==> src/rtl/branch_resolve_unit.sv <==
// Branch resolution for a short in-order pipeline. Prediction metadata follows
// each instruction through the IF/ID and ID/EX slots. In EX the recorded
// prediction is checked against the real outcome. A mismatch squashes the
// younger instructions and redirects fetch. One cycle later the 1-bit
// predictor entry is written, and the resolved-branch and misprediction
// counters saturate instead of wrapping.
module branch_resolve_unit #(
    parameter int IDX_W = 6,
    parameter int PC_W  = 32
) (
    input  logic             clk,
    input  logic             rst,
    input  logic             stall,
    input  logic             if_valid,
    input  logic [PC_W-1:0]  if_pc,
    input  logic             if_pred_taken,
    input  logic [PC_W-1:0]  if_pred_target,
    input  logic             ex_is_branch,
    input  logic             ex_taken,
    input  logic [PC_W-1:0]  ex_target,
    input  logic             clr_stats,
    output logic             flush,
    output logic             redirect_valid,
    output logic [PC_W-1:0]  redirect_pc,
    output logic             upd_en,
    output logic [IDX_W-1:0] upd_idx,
    output logic             upd_taken,
    output logic [31:0]      branch_cnt,
    output logic [31:0]      mispred_cnt
);

    localparam logic [31:0] CNT_MAX = 32'hFFFF_FFFF;

    // IF/ID slot
    logic            d_valid_q;
    logic [PC_W-1:0] d_pc_q;
    logic            d_pt_q;
    logic [PC_W-1:0] d_ptgt_q;
    // ID/EX slot
    logic            e_valid_q;
    logic [PC_W-1:0] e_pc_q;
    logic            e_pt_q;
    logic [PC_W-1:0] e_ptgt_q;

    logic             upd_en_q,    upd_en_d;
    logic [IDX_W-1:0] upd_idx_q,   upd_idx_d;
    logic             upd_taken_q, upd_taken_d;
    logic [31:0]      branch_cnt_q,  branch_cnt_d;
    logic [31:0]      mispred_cnt_q, mispred_cnt_d;

    logic            resolve_s;
    logic            alias_s;
    logic            mispredict_s;
    logic [PC_W-1:0] redirect_pc_s;

    // Detect a wrong prediction for the instruction resolving in EX
    always_comb begin
        resolve_s    = e_valid_q & ~stall;
        // A non-branch that was predicted taken sent fetch down a bogus path.
        alias_s      = ~ex_is_branch & e_pt_q;
        mispredict_s = 1'b0;
        if (resolve_s) begin
            mispredict_s = (ex_is_branch & (e_pt_q != ex_taken))
                         | (ex_is_branch & e_pt_q & ex_taken & (e_ptgt_q != ex_target))
                         | alias_s;
        end else begin
            mispredict_s = 1'b0;
        end
    end

    // Pick the corrected fetch address; held at zero when no redirect is requested
    always_comb begin
        redirect_pc_s = {PC_W{1'b0}};
        if (mispredict_s) begin
            if (ex_is_branch && ex_taken) begin
                redirect_pc_s = ex_target;
            end else begin
                redirect_pc_s = e_pc_q + PC_W'(4);
            end
        end else begin
            redirect_pc_s = {PC_W{1'b0}};
        end
    end

    // Compute next predictor update and saturating counter values
    always_comb begin
        upd_en_d      = resolve_s & (ex_is_branch | alias_s);
        upd_idx_d     = upd_idx_q;
        upd_taken_d   = upd_taken_q;
        branch_cnt_d  = branch_cnt_q;
        mispred_cnt_d = mispred_cnt_q;
        if (upd_en_d) begin
            upd_idx_d   = e_pc_q[IDX_W+1:2];
            upd_taken_d = ex_is_branch & ex_taken;
        end else begin
            upd_idx_d   = upd_idx_q;
            upd_taken_d = upd_taken_q;
        end
        if (clr_stats) begin
            branch_cnt_d  = 32'd0;
            mispred_cnt_d = 32'd0;
        end else begin
            if (resolve_s && ex_is_branch && (branch_cnt_q != CNT_MAX)) begin
                branch_cnt_d = branch_cnt_q + 32'd1;
            end else begin
                branch_cnt_d = branch_cnt_q;
            end
            if (mispredict_s && (mispred_cnt_q != CNT_MAX)) begin
                mispred_cnt_d = mispred_cnt_q + 32'd1;
            end else begin
                mispred_cnt_d = mispred_cnt_q;
            end
        end
    end

    // Advance, hold or squash the metadata slots
    always_ff @(posedge clk) begin
        if (rst) begin
            d_valid_q <= 1'b0;
            d_pc_q    <= {PC_W{1'b0}};
            d_pt_q    <= 1'b0;
            d_ptgt_q  <= {PC_W{1'b0}};
            e_valid_q <= 1'b0;
            e_pc_q    <= {PC_W{1'b0}};
            e_pt_q    <= 1'b0;
            e_ptgt_q  <= {PC_W{1'b0}};
        end else if (mispredict_s) begin
            d_valid_q <= 1'b0;
            e_valid_q <= 1'b0;
        end else if (!stall) begin
            d_valid_q <= if_valid;
            d_pc_q    <= if_pc;
            d_pt_q    <= if_pred_taken;
            d_ptgt_q  <= if_pred_target;
            e_valid_q <= d_valid_q;
            e_pc_q    <= d_pc_q;
            e_pt_q    <= d_pt_q;
            e_ptgt_q  <= d_ptgt_q;
        end else begin
            d_valid_q <= d_valid_q;
            e_valid_q <= e_valid_q;
        end
    end

    // Register predictor write and statistics; reset drops any in-flight result
    always_ff @(posedge clk) begin
        if (rst) begin
            upd_en_q      <= 1'b0;
            upd_idx_q     <= {IDX_W{1'b0}};
            upd_taken_q   <= 1'b0;
            branch_cnt_q  <= 32'd0;
            mispred_cnt_q <= 32'd0;
        end else begin
            upd_en_q      <= upd_en_d;
            upd_idx_q     <= upd_idx_d;
            upd_taken_q   <= upd_taken_d;
            branch_cnt_q  <= branch_cnt_d;
            mispred_cnt_q <= mispred_cnt_d;
        end
    end

    assign flush          = mispredict_s;
    assign redirect_valid = mispredict_s;
    assign redirect_pc    = redirect_pc_s;
    assign upd_en         = upd_en_q;
    assign upd_idx        = upd_idx_q;
    assign upd_taken      = upd_taken_q;
    assign branch_cnt     = branch_cnt_q;
    assign mispred_cnt    = mispred_cnt_q;

endmodule

==> config.mk <==
export PLATFORM = sky130hd
export DESIGN_NAME = branch_resolve_unit
export DESIGN_NICKNAME = d
export VERILOG_FILES = /design/src/rtl/branch_resolve_unit.sv
export SDC_FILE = /design/constraint.sdc
export NUM_CORES = 1
export LEC_CHECK = 0
export BUFFER_PORTS_ARGS = -buffer_cell sky130_fd_sc_hd__buf_4
export CAP_MARGIN = 5
export CORE_ASPECT_RATIO = 1.2
export CORE_MARGIN = 2
export CORE_UTILIZATION = 30
export CTS_CLUSTER_DIAMETER = 80
export CTS_CLUSTER_SIZE = 25
export DETAILED_ROUTE_END_ITERATION = 12
export PLACE_DENSITY = 0.56
export SETUP_SLACK_MARGIN = 0.15
export SLEW_MARGIN = 20
export SYNTH_ARGS = -nofsm -noshare
export SYNTH_HDL_FRONTEND = slang
export SYNTH_SLANG_ARGS = --single-unit
==> constraint.sdc <==
create_clock -name clk -period 5.18 [get_ports clk]
set_input_delay 1.036 -clock clk [delete_from_list [all_inputs] [get_ports clk]]
set_output_delay 1.036 -clock clk [all_outputs]
set_load 0.01 [all_outputs]
==> metrics.txt <==
status completed; final hold violations 0; count of warnings emitted by yosys 0; post-synthesis cell count 1,126; GRT Max-Usage Layer met2; post-CTS setup repair buffer count 0; destination of the worst register-to-register timing path e_pc_q[23]$_SDFFE_PP0P_; peak fanout along the critical path 24; area of the mapped netlist 10,300 um^2; setup repair after global routing missed its margin no; fraction of the yosys area taken by sequential cells 39.5%; layout overhead on the synthesized area 22.7%; clk_skew 44.6 ps; launching point of the worst reg2reg path e_ptgt_q[26]$_SDFFE_PP0P_; global-route usage over all layers 16.0%; cell depth of the worst hold path 2; sinks on the clock net 204; total congestion overflow after global routing 0; total wire length 29,300 um; # IOs 210; total chip power 3.05 mW; clock period minus worst slack 4450 ps; total vias in the final route 8,404; worst-case setup slack after placement 619 ps; first-pass iteration count of the detailed router 4; leading post-synthesis cells by cell area sky130_fd_sc_hd__dfxtp_1, sky130_fd_sc_hd__mux2i_1, sky130_fd_sc_hd__nand2b_1, sky130_fd_sc_hd__xnor2_1, sky130_fd_sc_hd__xor2_1; MaxCap Viol Count 0; post-route core utilization 37.3%; worst setup path category input port to output port; final slew viol count 0; dominant synthesized flop cell sky130_fd_sc_hd__dfxtp_1; max frequency 225 MHz; count of cells along the worst register-to-register path 7; setup tns final 0 ps; Die Y-Extent 207 um; clock buffer count from CTS 13; CTS H-tree lvls 1; area fraction of the dominant cell type after synthesis 39.5%; DRC 0; number of enable flip-flop cells after synthesis 0; clock-pin slew of the registers on the worst-case setup and hold paths 90 ps; post-layout worst setup margin 733 ps; total of flip-flops plus latches after synthesis 204; startpoint types input port; Critical Path End redirect_pc[19]; global-route wire length before repair 46,500 um; Leakage 4.83 nW; library cell occupying the most area in the post-synthesis netlist sky130_fd_sc_hd__dfxtp_1; maximum number of pins on one net before global-route repair 153; Final Net Count 1,399; proportion of layout cells with a drive suffix above 1 20.6%; Data arrival, critical path 3410 ps; Hold Path Class register to register; clock tree buffer depth 3; post-synthesis net count 1,233; met3 Track Usage GR 2.36%; Rows 74; Setup violations, final 0; top-count cell post-synth sky130_fd_sc_hd__dfxtp_1; Die X 173 um; effective utilization at floorplan 30.4%; CTS tree done; insertion delay of the later-clocked pin in the worst-skew pair 500 ps; power density of the placed cells 241 nW/um^2; final routed wire length divided by cell count 16.7 um; number of gates resized after CTS 0; Post-synth ARST share 0%; Antenna Nets Post-Route 0; met2 usage in global routing 27.9%; final HPWL from detailed placement 21,600 um; Setup crit start ex_target[26]; met1 Resource Use GR 21.1%; gpl congestion 0.759; cell types with the highest counts after synthesis sky130_fd_sc_hd__dfxtp_1, sky130_fd_sc_hd__nand2b_1, sky130_fd_sc_hd__mux2i_1, sky130_fd_sc_hd__nor2_1, sky130_fd_sc_hd__xnor2_1; pin slew with the least headroom to its limit 1080 ps; routed via count divided by cell count 4.79; root buf cell sky130_fd_sc_hd__clkbuf_16; critical path data required time 4140 ps; antenna violations before repair 0; final critical-path share of the clock period 85.9%; endpoint class of the critical path output port; number of design-rule violations left by the first detailed-router iteration 451; VDD IR max 0.201 mV; hold buffer count at CTS 0; Core ar. 34,000 um^2; number of distinct library cell variants in the gate-level netlist after synthesis 55; Slew headroom 27.8%; number of buffers inserted by port buffering 209; syn avg cell area 9.18 um^2; setup slack on the worst flop-to-flop path 2090 ps; Die Area 36,000 um^2; via count of the first global-routing pass 8,271
==> worst min path at each step <==
| stage | from | end | slack [ps] |
|---|---|---|---|
| floorplan | e_pc_q[0]$_SDFFE_PP0P_ | e_pc_q[0]$_SDFFE_PP0P_ | 450 |
| global placement | upd_idx[5]$_SDFFE_PP0P_ | upd_idx[5]$_SDFFE_PP0P_ | 450 |
| detailed placement | upd_idx[5]$_SDFFE_PP0P_ | upd_idx[5]$_SDFFE_PP0P_ | 450 |
| CTS | upd_idx[5]$_SDFFE_PP0P_ | upd_idx[5]$_SDFFE_PP0P_ | 460 |
| global route | upd_idx[2]$_SDFFE_PP0P_ | upd_idx[2]$_SDFFE_PP0P_ | 500 |
| finish | upd_idx[5]$_SDFFE_PP0P_ | upd_idx[5]$_SDFFE_PP0P_ | 460 |
==> cell usage in the layout, fill, tap and decap left out, types with 33 or more instances in the layout <==
master / n
sky130_fd_sc_hd__buf_4: 214
sky130_fd_sc_hd__dfxtp_1: 204
sky130_fd_sc_hd__nand2b_1: 195
sky130_fd_sc_hd__mux2i_1: 134
sky130_fd_sc_hd__nor2_1: 76
sky130_fd_sc_hd__xnor2_1: 56
sky130_fd_sc_hd__nand2_1: 53
sky130_fd_sc_hd__nand4_1: 36
sky130_fd_sc_hd__nand3_1: 34
sky130_fd_sc_hd__xor2_1: 33
==> critical path, stage by stage <==
cell and delay (ps):
sky130_fd_sc_hd__buf_4 120, sky130_fd_sc_hd__xnor2_1 310, sky130_fd_sc_hd__nand4_1 150, sky130_fd_sc_hd__nor4_1 380
sky130_fd_sc_hd__nand3_1 380, sky130_fd_sc_hd__nand2_1 500, sky130_fd_sc_hd__buf_12 240, sky130_fd_sc_hd__a211oi_1 70
sky130_fd_sc_hd__buf_4 210
==> layer usage <==
layer	share of wire [%]	up-vias
met5	0	-
met4	1.1	0
met3	5.0	18
met2	48	190
met1	46	3937
li1	-	4259
==> per-stage QoR <==
stage / instances / hold WS [ps] / cell area (um^2)
4_1_cts: 1754 / 465 / 12700
5_1_grt: 1754 / 499 / 12700
3_5_place_dp: 1733 / 451 / 12300
2_1_floorplan: 1126 / 449 / 10300
3_3_place_gp: 1733 / 448 / 12300
6_report: 1755 / 461 / 12700
==> cell type report <==
type / count / area, um^2
fillers: 3487 / 21300
clock inverters: 5 / 53.8
repair buffers: 220 / 1720
clock buffers: 16 / 357
flip-flops and latches: 204 / 4080
diodes: 1 / 2.50
well taps: 456 / 571
multi-input cells: 846 / 5870
inverters: 7 / 26.3
==> cells by family after synthesis <==
group                    Yosys count  synth area share (%)
AO/OA/AOI/OAI                    112                  7.14
XOR/XNOR                          89                  7.54
adder cells (fa/ha/maj)            3                 0.363
buffers and inverters             76                  3.82
flip-flops                       204                  39.5
multiplexers                     134                  13.0
AND/OR/NAND/NOR                  508                  28.6
==> sequential cells by signal, indices dropped and copies added, names as in the netlist, 6 cells and up <==
register	flops
upd_idx	6
branch_cnt	32
d_pc_q	32
mispred_cnt	32
e_ptgt_q	32
e_pc_q	32
d_ptgt_q	32
==> report_power, final <==
part | switching (mW) | internal, mW | leakage [nW]
Clock | 0.591 | 0.510 | 0.199
Sequential | 0.0280 | 1.62 | 1.66
Combinational | 0.149 | 0.155 | 2.97
Power figures use the tool's default switching activity.
